File: src/rtl/fetch_if.sv
// Instruction-memory handshake between the fetch sequencer (master) and imem (slave).
// One outstanding request at a time; the response strobe returns the word.
interface fetch_if #(
    parameter int XLEN = 32
);
    logic            imem_req;
    logic [XLEN-3:0] imem_addr;
    logic            imem_rvalid;
    logic [31:0]     imem_rdata;

    modport master (
        output imem_req,
        output imem_addr,
        input  imem_rvalid,
        input  imem_rdata
    );

    modport slave (
        input  imem_req,
        input  imem_addr,
        output imem_rvalid,
        output imem_rdata
    );
endinterface

File: src/rtl/fetch_ctrl.sv
// IF-stage fetch sequencer: owns the fetch PC, issues single-outstanding imem requests,
// buffers the returned word for IF/ID, and applies redirect > response > stall priority.
module fetch_ctrl #(
    parameter int              XLEN     = 32,
    parameter logic [XLEN-1:0] RESET_PC = '0
) (
    input  logic            clk,
    input  logic            rst_n,
    input  logic            StallF,
    input  logic            RedirectE,
    input  logic [XLEN-1:0] RedirectPCE,
    fetch_if.master         imem,
    output logic [XLEN-1:0] PCF,
    output logic [XLEN-1:0] PCPlus4F,
    output logic [31:0]     instrF,
    output logic            validF
);

    localparam logic [31:0] NOP = 32'h0000_0013;

    typedef enum logic [1:0] {
        S_ISSUE,
        S_WAIT,
        S_HOLD,
        S_DRAIN
    } state_t;

    state_t          state_q;
    logic [XLEN-1:0] pc_q;
    logic [31:0]     instr_q;
    logic            valid_q;
    logic [XLEN-1:0] target;

    assign target = RedirectPCE & ~XLEN'(3);

    // A redirect sampled in ISSUE retargets the PC instead of sending a request that
    // would otherwise come back as an unaccounted second response.
    assign imem.imem_req  = rst_n && (state_q == S_ISSUE) && !RedirectE;
    assign imem.imem_addr = pc_q[XLEN-1:2];

    always_ff @(posedge clk) begin
        if (!rst_n) begin
            state_q <= S_ISSUE;
            pc_q    <= RESET_PC;
            instr_q <= NOP;
            valid_q <= 1'b0;
        end else begin
            case (state_q)
                S_ISSUE: begin
                    if (RedirectE) begin
                        pc_q <= target;
                    end else begin
                        state_q <= S_WAIT;
                    end
                end
                S_WAIT: begin
                    if (RedirectE) begin
                        pc_q    <= target;
                        state_q <= imem.imem_rvalid ? S_ISSUE : S_DRAIN;
                    end else if (imem.imem_rvalid) begin
                        instr_q <= imem.imem_rdata;
                        valid_q <= 1'b1;
                        state_q <= S_HOLD;
                    end
                end
                S_HOLD: begin
                    if (RedirectE) begin
                        valid_q <= 1'b0;
                        pc_q    <= target;
                        state_q <= S_ISSUE;
                    end else if (!StallF) begin
                        valid_q <= 1'b0;
                        pc_q    <= pc_q + XLEN'(4);
                        state_q <= S_ISSUE;
                    end
                end
                S_DRAIN: begin
                    if (RedirectE) begin
                        pc_q <= target;
                    end
                    if (imem.imem_rvalid) begin
                        state_q <= S_ISSUE;
                    end
                end
                default: state_q <= S_ISSUE;
            endcase
        end
    end

    assign PCF      = pc_q;
    assign PCPlus4F = pc_q + XLEN'(4);
    assign instrF   = instr_q;
    assign validF   = valid_q;

endmodule
File: src/flat_wrapper.sv
// flat-port wrapper written by rule: the top's interface ports become plain ports
module fetch_ctrl_flat 
#(
    parameter int              XLEN     = 32,
    parameter logic [XLEN-1:0] RESET_PC = '0
)
  (clk, rst_n, StallF, RedirectE, RedirectPCE, PCF, PCPlus4F, instrF, validF, imem_imem_req, imem_imem_addr, imem_imem_rvalid, imem_imem_rdata);
  fetch_if #(.XLEN(XLEN)) imem_i ();
  input  logic clk;
  input  logic rst_n;
  input  logic StallF;
  input  logic RedirectE;
  input  logic [XLEN-1:0] RedirectPCE;
  output logic [XLEN-1:0] PCF;
  output logic [XLEN-1:0] PCPlus4F;
  output logic [31:0] instrF;
  output logic validF;
  output wire logic [$bits(imem_i.imem_req)-1:0] imem_imem_req;
  output wire logic [$bits(imem_i.imem_addr)-1:0] imem_imem_addr;
  input wire logic [$bits(imem_i.imem_rvalid)-1:0] imem_imem_rvalid;
  input wire logic [$bits(imem_i.imem_rdata)-1:0] imem_imem_rdata;
  assign imem_imem_req = imem_i.imem_req;
  assign imem_imem_addr = imem_i.imem_addr;
  assign imem_i.imem_rvalid = imem_imem_rvalid;
  assign imem_i.imem_rdata = imem_imem_rdata;
  fetch_ctrl #(.XLEN(XLEN), .RESET_PC(RESET_PC)) u_core (.clk(clk), .rst_n(rst_n), .StallF(StallF), .RedirectE(RedirectE), .RedirectPCE(RedirectPCE), .imem(imem_i), .PCF(PCF), .PCPlus4F(PCPlus4F), .instrF(instrF), .validF(validF));
endmodule
File: config.mk
export PLATFORM = sky130hd
export DESIGN_NAME = fetch_ctrl_flat
export DESIGN_NICKNAME = d
export VERILOG_FILES = /design/src/rtl/fetch_if.sv /design/src/rtl/fetch_ctrl.sv /design/src/flat_wrapper.sv
export SDC_FILE = /design/constraint.sdc
export NUM_CORES = 1
export LEC_CHECK = 0
export ABC_AREA = 1
export ABC_CLOCK_PERIOD_IN_PS = 2990
export CAP_MARGIN = 0
export CORE_UTILIZATION = 43
export DETAILED_ROUTE_END_ITERATION = 8
export GPL_TIMING_DRIVEN = 0
export PLACE_DENSITY = 0.87
export SLEW_MARGIN = 25
export SYNTH_ARGS = -nofsm -noshare
export SYNTH_HDL_FRONTEND = slang
export SYNTH_SLANG_ARGS = --single-unit
export TNS_END_PERCENT = 1
File: constraint.sdc
create_clock -name clk -period 2.99 [get_ports clk]
set_input_delay 0.897 -clock clk [delete_from_list [all_inputs] [get_ports clk]]
set_output_delay 0.897 -clock clk [all_outputs]
set_load 0.005 [all_outputs]
After elaboration in Yosys (flattened, before gate mapping)
Index checks and enable logic that the tools add are counted.
W data, S select, Z words.
Word-level totals
  register bits after elaboration: 67
  output and inout port bits: 128
  word-level logic and storage cells: 43
Cells by class
  add/subtract/negate cells: 1
  equal/unequal tests: 10
  muxes and demuxes: 17
  bitwise operators: 1
  reductions and logical operators: 10
Operator list (number)
  $mux W32: 3
  $pmux W32 S2: 1
  $add A32 B3 Y32 const B: 1
  $mux W2: 7
  $ne A2 B2 Y1 const B: 4
  $pmux W2 S4: 1
  $reduce_and A4 Y1: 2
  $ne A3 B3 Y1 const B: 2
  $eq A2 B2 Y1 const B: 2
  $mux W1: 4
  $reduce_and A3 Y1: 1
  $reduce_or A3 Y1: 1
  $eq A2 B1 Y1 const B: 1
  $logic_and A1 B1 Y1: 2
  $logic_not A2 Y1: 1
  $ne A2 B1 Y1 const B: 1
  $pmux W1 S2: 1
  $reduce_and A2 Y1: 1
  $reduce_bool A2 Y1: 1
  $logic_not A1 Y1: 1
  $not A1 Y1: 1

Logic depth before layout (Yosys ltp)
  depth after elaboration: 4
  depth in mapped cells: 10

Worst setup path after synthesis
Ideal clock, no wire load.
  path type: input port to output port
  start: input port rst_n
  end: output port imem_imem_req
  arrival time: 1.431 ns
  required time: 2.093 ns
  setup slack: 0.662 ns
  stages: 3
  buffers on the path: 1
  cells stage by stage: clkbuf_1 inv_1 nor3_1
On the way
  cells in the longest elaborated chain, start to end: 2
Ends and longest elaborated chain
  from (decl): line flat_wrapper.sv:10  | input logic rst_n;
  $logic_and A1 B1 Y1 (2 in series): line fetch_ctrl.sv:38  | assign imem.imem_req = rst_n && (state_q == S_ISSUE) && !RedirectE;
  to (decl): line flat_wrapper.sv:18  | output wire logic [$bits(imem_i.imem_req)-1:0] imem_imem_req;
Every way passes these cells.

Worst setup path in the final report
  start: register u_core.pc_q[2] (netlist: u_core.PCF[2])
  end: output port PCPlus4F[16]
On the way
  cells in the longest elaborated chain, start to end: 1
Ends and longest elaborated chain
  from (decl): line fetch_ctrl.sv:29  | logic [XLEN-1:0] pc_q;
  from (signal assigned): line fetch_ctrl.sv:51  | pc_q <= target;
  from (signal assigned): line fetch_ctrl.sv:58  | pc_q <= target;
  from (signal assigned): line fetch_ctrl.sv:69  | pc_q <= target;
  $add A32 B3 Y32: line fetch_ctrl.sv:91  | assign PCPlus4F = pc_q + XLEN'(4);
  to (decl): line flat_wrapper.sv:15  | output logic [XLEN-1:0] PCPlus4F;
Every way passes these cells.

==> results.cfg <==
[outcome]
outcome = finished with violations
violations = negative setup slack

[pwr]
total_power_w = 0.00261
p_per_area_mw_per_mm2 = 427
p_switching_w = 0.000801
p_clk_frac = 0.301
power_leakage_nw = 2.60
irDropWorstVdd_uv = 401
power.share.switching = 0.307
seqPwrFrac = 0.401
p_comb_frac = 0.298
intPower_w = 0.00181

[die]
boundaryPins = 197
coreArea_sq_mm = 0.00826
die_w_microns = 94.5
core.rowCount = 33
start_util = 0.446
die_area_sq_mm = 0.00893
die_h_microns = 94.5

[critical_path]
crit_type = flop to primary output
worstSetupStartpointType = flop
arrival_ps = 2100
end_kind = primary output
worstPathMaxFanout = 5
rr_startpoint = u_core.state_q[1]
crit_required_ps = 2090
worstSetupStartpoint = u_core.PCF[2]

[sta]
rsz0062_at_grt = true
setup_ws_ps = -3.14
drv_slew = 0
setup_viol = 1
tightestPinTransition_ps = 673
post-route-min-period_ps = 2990
fmax_ghz = 0.334
finClkSkew_ps = 9.04
period_share = 1.00
slew_headroom = 0.551
hold_viol = 0

[cells_and_area]
layout_common_cells = clkdlybuf4s50_1, nor2_1, nand2_1
antenna_cells = 0
final_layout_size_suffix_gt1_frac = 0.177
mostFrequentLayoutCell = clkdlybuf4s50_1
fin_nets = 798
syn_to_final_growth_pct = 66.2

[synth]
yosys_warnings = 0
synth_seq_area_share = 0.354
synth-edff-count = 0
ys_async_sr_fraction = 0
synth_top_area_cell = dfxtp_1
synth-seq-cells = 65
synth_flop_cell = dfxtp_1
yosysUniqueCellTypes = 38
synthTopCellsByArea = dfxtp_1, nor2_1, nand2_1, buf_4, o21ai_0
syn_inst = 522
synth_top_area_share = 0.354
avgSynthCellArea_sq_um = 7.05
synthesis.area_sq_mm = 0.00368

[cts]
clockBufferDepth = 2
h-tree-depth = 3
clock-sinks = 65
ctsHoldBuffers = 0
cts.clk_slew.worst_paths_ps = 80
cts-root-buf = clkbuf_8
cts_inserted_buffers = 9
clk_latency_ps = 350
cts_tree = done

[routing]
vias = 4220
dr.pass1.iters = 5
drc = 0
drtAntennaViolNets = 0
viasPerCell = 5.04
wirelength_microns = 12500
drt_iter0_markers = 176
avgRoutedWirePerCell_microns = 15.0

[global_route]
grt_max_degree = 14
grt_pass1_vias = 4045
grt_pass1_wl_microns = 19400
grt_use_total = 0.284
grt_overflow = 0
antenna_found_initial = 0

[worst_hold_path]
hold_start = u_core.instrF[14]
hold_class = flop to flop

[place]
place_ws_ps = -187
gp_congestion = 0.910
placement.io_buffers = 189
dp_hpwl_microns = 9590

[run]
drv_cap = 0
[kinds of logic (layout without fill, tap and decap cells)]
family          Yosys count  after routing  synth area share
flops                    65             65             0.354
other cells               1              4           0.00102
mux                       1              1           0.00272
buf+inv                 107            315             0.148
simple gates            231            231             0.278
xor+xnor                 16             16            0.0422
compound gates          100            100             0.172
fa+ha+maj                 1              1           0.00340
[metal layers]
metal	vias up	GRT usage	wire (microns)
li1	2063	-	-
met1	1953	0.313	4730
met2	187	0.511	6400
met3	17	0.0862	1200
met4	0	0.105	212
met5	-	0	0
[power by group through the flow]
stage                     Combinational [W]  Clock (W)  Sequential, W
after floorplan                    0.000316          0        0.00104
after global placement             0.000748          0        0.00105
after detailed placement           0.000767          0        0.00106
after CTS                          0.000773   0.000786        0.00105
after global routing               0.000851   0.000831        0.00106
final                              0.000779   0.000787        0.00105
[area by class of cell]
cell class                      instances  area (sq um)
Buffer                                 57           357
Sequential cell                        65          1360
Fill cell                             639          2140
Clock buffer                            9           124
Inverter                               50           188
Multi-Input combinational cell        353          1960
Clock inverter                          7          77.6
Timing Repair Buffer                  192          1920
Tap cell                              105           131
[Yosys cell counts (2+ instances only)]
cell type and instances:
xor2_1 5, nand4_1 2, buf_2 11, nand2_2 4, o21ai_0 49, nor2_2 6, xnor2_1 9, nor3_1 2
o221ai_1 20, nand3_1 17, o21bai_1 13, dfxtp_1 65, nand3b_1 3, nor2_1 95, nand3_2 2, a21oi_1 11
a211oi_1 2, clkbuf_1 12, buf_4 34, inv_1 49, nor2_4 4, or2_2 4, o21bai_2 2, nand2_1 87
[metrics by stage]
stage / hold slack, ps / std cells / cell area, sq um / util / TNS (ps)
detailed placement: 474 / 819 / 5720 / 0.692 / -187
CTS: 491 / 836 / 6020 / 0.729 / -58.1
global placement: 463 / 819 / 5720 / 0.692 / -139
floorplan: 466 / 525 / 3690 / - / 0
global route: 517 / 838 / 6120 / 0.741 / -304
finish: 487 / 838 / 6120 / 0.741 / -3.14
[critical path, stage by stage (launching register included)]
cell	delay [ps]
dfxtp_4	390
ha_4	160
nand3_4	110
nor2_4	150
nand3_4	100
or2_1	230
nand2_1	100
clkdlybuf4s50_1	510
[registers in the layout, summed over array words and instances (netlist names)]
| name | count |
|---|---|
| u_core.PCF | 30 |
| u_core.instrF | 32 |
| u_core.state_q | 2 |
| u_core.validF | 1 |
[repair_timing]
item	4_1_cts	5_1_grt
pin swaps	1	2
gates resized for setup	45	25
setup endpoints to repair	22	15
buffers inserted	1	2
[worst paths after layout]
check | end | slack [ps] | cells after the start
setup / recovery | PCPlus4F[16] | -3 | 7
hold / removal | u_core.instrF[14] | 490 | 2
setup reg to reg | u_core.PCF[23] | 1360 | 8
hold reg to reg | u_core.instrF[14] | 490 | 2
Note: power is estimated with default switching activity, not from simulation.
